===== src/rtl/stall_flush_sequencer.sv =====
// ID-stage pipeline sequencer: turns hazard, branch and halt requests into PC / IF/ID / ID/EX
// controls, counts out granted 2-cycle stalls and keeps a saturating stalled-cycle counter.
module stall_flush_sequencer #(
    parameter int CNT_W = 16
) (
    input  logic             clk,
    input  logic             rst_n,
    input  logic             Stall,
    input  logic             StallWrite,
    input  logic             LoadUseStall,
    input  logic             BranchTaken,
    input  logic             Hlt,
    input  logic             StatClr,
    output logic             PC_Wr,
    output logic             IFID_Wr,
    output logic             IFID_Flush,
    output logic             IDEX_Bubble,
    output logic             Busy,
    output logic             Halted,
    output logic [CNT_W-1:0] StallCycles
);

    // state  | meaning
    // RUN    | normal flow; requests are decoded combinationally each cycle
    // STALL  | sequencer-owned stall cycles after a granted 2-cycle stall, rem = cycles left - 1
    // HALTED | core stopped after HLT; only reset leaves
    typedef enum logic [1:0] {
        RUN    = 2'd0,
        STALL  = 2'd1,
        HALTED = 2'd2
    } state_t;

    state_t state;
    logic   rem;

    // Inputs at X/Z must read as deasserted, so only a clean 1 counts.
    logic stall_req, two_cycle, branch_req, halt_req, clr_req;
    assign stall_req  = (Stall === 1'b1) || (LoadUseStall === 1'b1);
    assign two_cycle  = (Stall === 1'b1) && (StallWrite === 1'b1);
    assign branch_req = (BranchTaken === 1'b1);
    assign halt_req   = (Hlt === 1'b1);
    assign clr_req    = (StatClr === 1'b1);

    always_comb begin
        PC_Wr       = 1'b1;
        IFID_Wr     = 1'b1;
        IFID_Flush  = 1'b0;
        IDEX_Bubble = 1'b0;
        Busy        = 1'b0;
        if (!rst_n) begin
            PC_Wr       = 1'b0;
            IFID_Wr     = 1'b0;
            IFID_Flush  = 1'b1;
            IDEX_Bubble = 1'b1;
        end else begin
            case (state)
                RUN: begin
                    if (stall_req) begin
                        PC_Wr       = 1'b0;
                        IFID_Wr     = 1'b0;
                        IDEX_Bubble = 1'b1;
                        Busy        = 1'b1;
                    end else if (branch_req) begin
                        IFID_Flush = 1'b1;
                    end else if (halt_req) begin
                        PC_Wr   = 1'b0;
                        IFID_Wr = 1'b0;
                    end
                end
                STALL: begin
                    PC_Wr       = 1'b0;
                    IFID_Wr     = 1'b0;
                    IDEX_Bubble = 1'b1;
                    Busy        = 1'b1;
                end
                default: begin
                    PC_Wr       = 1'b0;
                    IFID_Wr     = 1'b0;
                    IDEX_Bubble = 1'b1;
                end
            endcase
        end
    end

    always_ff @(posedge clk or negedge rst_n) begin
        if (!rst_n) begin
            state  <= RUN;
            rem    <= 1'b0;
            Halted <= 1'b0;
        end else begin
            case (state)
                RUN: begin
                    if (stall_req) begin
                        if (two_cycle) begin
                            state <= STALL;
                            rem   <= 1'b0;
                        end
                    end else if (!branch_req && halt_req) begin
                        state  <= HALTED;
                        Halted <= 1'b1;
                    end
                end
                STALL: begin
                    if (rem == 1'b0) state <= RUN;
                    else             rem   <= rem - 1'b1;
                end
                HALTED: state <= HALTED;
                default: state <= RUN;
            endcase
        end
    end

    // Clear beats increment; the counter sticks at all-ones rather than wrapping.
    always_ff @(posedge clk or negedge rst_n) begin
        if (!rst_n) begin
            StallCycles <= '0;
        end else if (clr_req) begin
            StallCycles <= '0;
        end else if (Busy && (StallCycles != {CNT_W{1'b1}})) begin
            StallCycles <= StallCycles + CNT_W'(1);
        end
    end

endmodule


===== config.mk =====
export PLATFORM = sky130hd
export DESIGN_NAME = stall_flush_sequencer
export DESIGN_NICKNAME = d
export VERILOG_FILES = /design/src/rtl/stall_flush_sequencer.sv
export SDC_FILE = /design/constraint.sdc
export NUM_CORES = 1
export LEC_CHECK = 0
export BUFFER_PORTS_ARGS = -buffer_cell sky130_fd_sc_hd__buf_2
export CORE_ASPECT_RATIO = 0.75
export CORE_MARGIN = 2
export CORE_UTILIZATION = 55
export CTS_CLUSTER_DIAMETER = 80
export DETAILED_ROUTE_END_ITERATION = 6
export HOLD_SLACK_MARGIN = 0.06
export MAX_ROUTING_LAYER = met4
export PLACE_DENSITY = 0.84
export SYNTH_ARGS = -nofsm -noshare
export SYNTH_HDL_FRONTEND = slang
export SYNTH_SLANG_ARGS = --single-unit

===== constraint.sdc =====
create_clock -name clk -period 4.1 [get_ports clk]
set_clock_uncertainty 0.2 [all_clocks]
set_input_delay 0.205 -clock clk [delete_from_list [all_inputs] [get_ports clk]]
set_output_delay 0.205 -clock clk [all_outputs]
set_load 0.05 [all_outputs]

; After elaboration in Yosys (flattened, before gate mapping)
; Index checks and enable logic that the tools add are counted.
[op_classes]
addsub = 2
n_eq_ne = 14
mux = 25
n_bitwise = 1
reduce_logical = 11
[ops]
columns = op, count
row1 = 16-bit two-way mux, 2
row2 = "16-bit by 1-bit adder with 16-bit output, second input constant", 1
row3 = 1-bit two-way mux, 16
row4 = "16-bit inequality test, second input constant", 1
row5 = 3-bit AND reduction, 3
row6 = 2-bit two-way mux, 4
row7 = "1-bit === test, second input constant", 6
row8 = "2-bit inequality test, second input constant", 3
row9 = "3-bit inequality test, second input constant", 2
row10 = 2-bit one-hot mux with 3 select lines, 1
row11 = 1-bit one-hot mux with 2 select lines, 2
row12 = 2-bit nonzero test, 2
row13 = 1-bit logical AND, 3
row14 = "2-bit by 1-bit == test with 1-bit output, second input constant", 1
row15 = "2-bit == test, second input constant", 1
row16 = 2-bit zero test, 1
row17 = 1-bit zero test, 1
row18 = 1-bit logical OR, 1
row19 = 1-bit NOT, 1
row20 = "1-bit subtractor, second input constant", 1
[totals]
regBits = 20
output_inout_bits = 22
word_cells = 57

; Longest topological paths before layout
[logic_depth]
depth_word = 8
depth_mapped = 6
mapped_depth_nobuf = 5

; Worst setup path before layout
; OpenSTA, ideal clock, no wires.
[synth_path]
kind = reg-to-output
start = register state[1]
end = output port PC_Wr
t_arrival_ns = 2.324
required_ns = 3.695
setup_slack_ns = 1.371
stages_incl_launch_ff = 5
n_path_buf = 1
path_cell_list = dfrtp_1 > nor4_1 > nand2_1 > nor2_1 > buf_4
[synth_between]
elab_chain_cells = 3
[synth_lines]
columns = element, line_no
row1 = from (decl), 33  ; state_t state;
row2 = from (signal assigned), 87  ; state <= RUN;
row3 = from (signal assigned), 95  ; state <= STALL;
row4 = from (signal assigned), 99  ; state <= HALTED;
row5 = 2-bit zero test, -
row6 = 1-bit two-way mux (2 in series), -
row7 = to (decl), 14  ; output logic PC_Wr,
; Every way passes these cells.

; Worst setup path in the final report
[layout_path]
start = input port rst_n
end = output port Busy
[layout_between]
elab_chain_cells = 1
[layout_lines]
columns = element, line_no
row1 = from (decl), 7  ; input logic rst_n,
row2 = 1-bit two-way mux, 50  ; if (!rst_n) begin
row3 = to (decl), 18  ; output logic Busy,
; Every way passes these cells.

==> flow_metrics.py <==
metrics = {
    "sta": {
        "tns_ps": 0,
        "period_needed_ps": 2454,
        "finalCritPeriodShare_pct": 59.86,
        "rsz0062_at_grt": "false",
        "hold_viol": 0,
        "setup_viol": 0,
        "worstMarginPinSlew_ps": 850.7,
        "drv_slew": 0,
        "fmax_mhz": 407.5,
        "relSlewSlack_pct": 42.86,
    },
    "setup_path": {
        "end_kind": "output port",
        "critPathLaunchType": "input port",
        "crit_arrival_ps": 2050,
        "cp.required_ps": 3690,
        "path_max_fanout": 22,
        "critPathKind": "input port to output port",
    },
    "die": {
        "core_area_sq_um": 1962,
        "dieWidth_um": 55.87,
        "fp.dieH_um": 42.90,
        "io_pins": 30,
        "dieArea_sq_um": 2397,
        "initial_core_util_pct": 56.57,
        "rows": 14,
    },
    "yosys": {
        "ys_seq_area_share_pct": 42.84,
        "synth.most_common_cell": "dfrtp_1",
        "synth_compound_area_share_pct": 14.32,
        "synthXorXnorAreaFrac_pct": 0,
        "synthTopCellsByCount": "dfrtp_1, a21oi_1, nand2_1, o31ai_1",
        "yosysTopAreaCell": "dfrtp_1",
        "synthArstFlopShare_pct": 100.0,
        "synth-seq-cells": 19,
        "synth_top_area_share_pct": 42.84,
        "synth_edf_count": 0,
        "synthAdderAreaFrac_pct": 1.127,
        "postSynthCellCount": 115,
        "avgSynthCellArea_sq_um": 9.651,
        "synth.area.mux_share_pct": 3.044,
        "synth_top_family_by_area": "simple AND/OR/NAND/NOR gates",
        "syn_nets": 124,
        "synthTopCellsByArea": "dfrtp_1, a21oi_1, o31ai_1",
        "ys_types": 35,
        "synthSimpleGateAreaFrac_pct": 35.63,
        "synth_ff_type": "dfrtp_1",
        "ys_warn_count": 0,
        "synthesis.area_sq_um": 1110,
    },
    "layout": {
        "nFillCells": 176,
        "area_delta_synth_final_pct": 22.21,
        "nNetsFinal": 161,
        "drive_gt1_share_pct": 27.15,
        "regArea_sq_um": 475.5,
        "antennaDiodeCount": 0,
        "multi_input_area_sq_um": 600.6,
        "final_cells": 175,
    },
    "worst_hold_path": {
        "min_path_type": "input port to register",
    },
    "global_routing": {
        "grt_pass1_wl_um": 4347,
        "grt_max_degree": 23,
        "grt_use_total_pct": 24.39,
        "grt_pass1_vias": 973,
        "overflow": 0,
        "antenna_found_initial": 0,
    },
    "detailed_routing": {
        "drtIter0Drc": 29,
        "vias": 1075,
        "wl_per_cell_um": 15.34,
        "wl_um": 2684,
        "dr.pass1.iters": 4,
        "drc": 0,
        "avgViaCountPerCell": 6.143,
        "ant_nets": 0,
    },
    "clocking": {
        "cts_resized": 0,
        "root_buffer": "clkbuf_4",
        "cts_tree": "built",
        "numClockSinks": 19,
        "cts.clk_slew.worst_paths_ps": 120,
        "clk_latency_ps": 300,
        "clockBufferDepth": 2,
        "postCtsSetupBuffers": 0,
        "cts_made_buffers": 3,
        "htree_levels": 1,
        "cts_hold_buf": 7,
    },
    "place": {
        "portBuffers": 29,
        "place_hpwl_um": 1799,
        "dpl.cell_count": 164,
        "place_congestion": 0.8245,
    },
    "outcome": {
        "status": "completed",
    },
    "job": {
        "cap_viol_max_count": 0,
    },
    "pwr": {
        "p_leak_nw": 0.6336,
        "vdd_ir_drop_max_mv": 0.2293,
        "p_per_area_nw_per_um2": 271.7,
    },
}
final cells by class:
type                            instances  share of cell area [%]
Inverter                                2                  0.5535
Tap cell                               24                   2.214
Sequential cell                        19                   35.06
Clock inverter                          1                  0.3690
Clock buffer                            3                   1.661
Multi-Input combinational cell         90                   44.28
Timing Repair Buffer                   36                   15.87
kinds of logic (layout without fill, tap and decap cells):
group / count (synthesis) / count (layout)
AND/OR/NAND/NOR: 59 / 59
AO/OA/AOI/OAI: 27 / 27
flip-flops: 19 / 19
buffers and inverters: 6 / 42
multiplexers: 3 / 3
adder cells (fa/ha/maj): 1 / 1
worst paths after layout:
path,from,end,slack (ps),depth (start not counted)
setup / recovery,rst_n,Busy,1650,6
hold / removal,StatClr,StallCycles[13],100,2
setup reg to reg,StallCycles[7],StallCycles[15],1750,4
hold reg to reg,state[0],state[0],300,1
max in group asynchronous,rst_n,StallCycles[5],3180,2
min in group asynchronous,rst_n,StallCycles[15],180,2
where the power goes:
group,total [mW],internal [mW],switching (mW)
Clock,0.0978,0.0364,0.0614
Combinational,0.0709,0.0212,0.0497
Sequential,0.200,0.194,0.00628
Total,0.369,0.251,0.117
registers in the layout (all words and copies together) (netlist names):
name,flops
StallCycles,16
state,2
Halted,1
cells in the final DEF (no fill, tap or decap), drive strengths merged, types with 2 or more instances in the layout:
cell type / count
a21oi: 13
and3: 4
buf: 29
clkbuf: 3
dfrtp: 19
dlygate4sd3: 7
inv: 2
mux2: 3
nand2: 12
nand3: 4
nand4: 4
nor2: 7
nor2b: 4
nor3: 3
nor4: 4
nor4b: 2
o21ai: 4
o31ai: 8
or3: 5
or4: 7
metrics by stage:
step | instance area, sq um | hold WS (ps) | power [mW] | setup WS (ps) | utilization (%)
after floorplan | 1110 | -290.6 | 0.2478 | 1371 | -
after global placement | 1259 | -24.15 | 0.2646 | 1873 | 64.16
after global routing | 1356 | 92.48 | 0.3857 | 1461 | 69.13
final | 1356 | 104.3 | 0.3686 | 1646 | 69.13
after detailed placement | 1259 | -15.59 | 0.2667 | 1802 | 64.16
after CTS | 1356 | 88.03 | 0.3693 | 1647 | 69.13
routing by layer:
layer  vias to the layer above  part of all wire (%)  track usage [%]
met5                         -                     0                -
met4                         0                   1.0            6.190
met3                         4                   6.0            6.707
met2                        42                    46            40.71
met1                       519                    47            29.77
li1                        510                     -                -
critical path, cell delays in order:
cell and delay [ps]:
dlygate4sd3_1 520, buf_2 410, and2b_1 270, nand2_1 230, inv_2 130, buf_2 270
(Power assumes the default switching activity.)
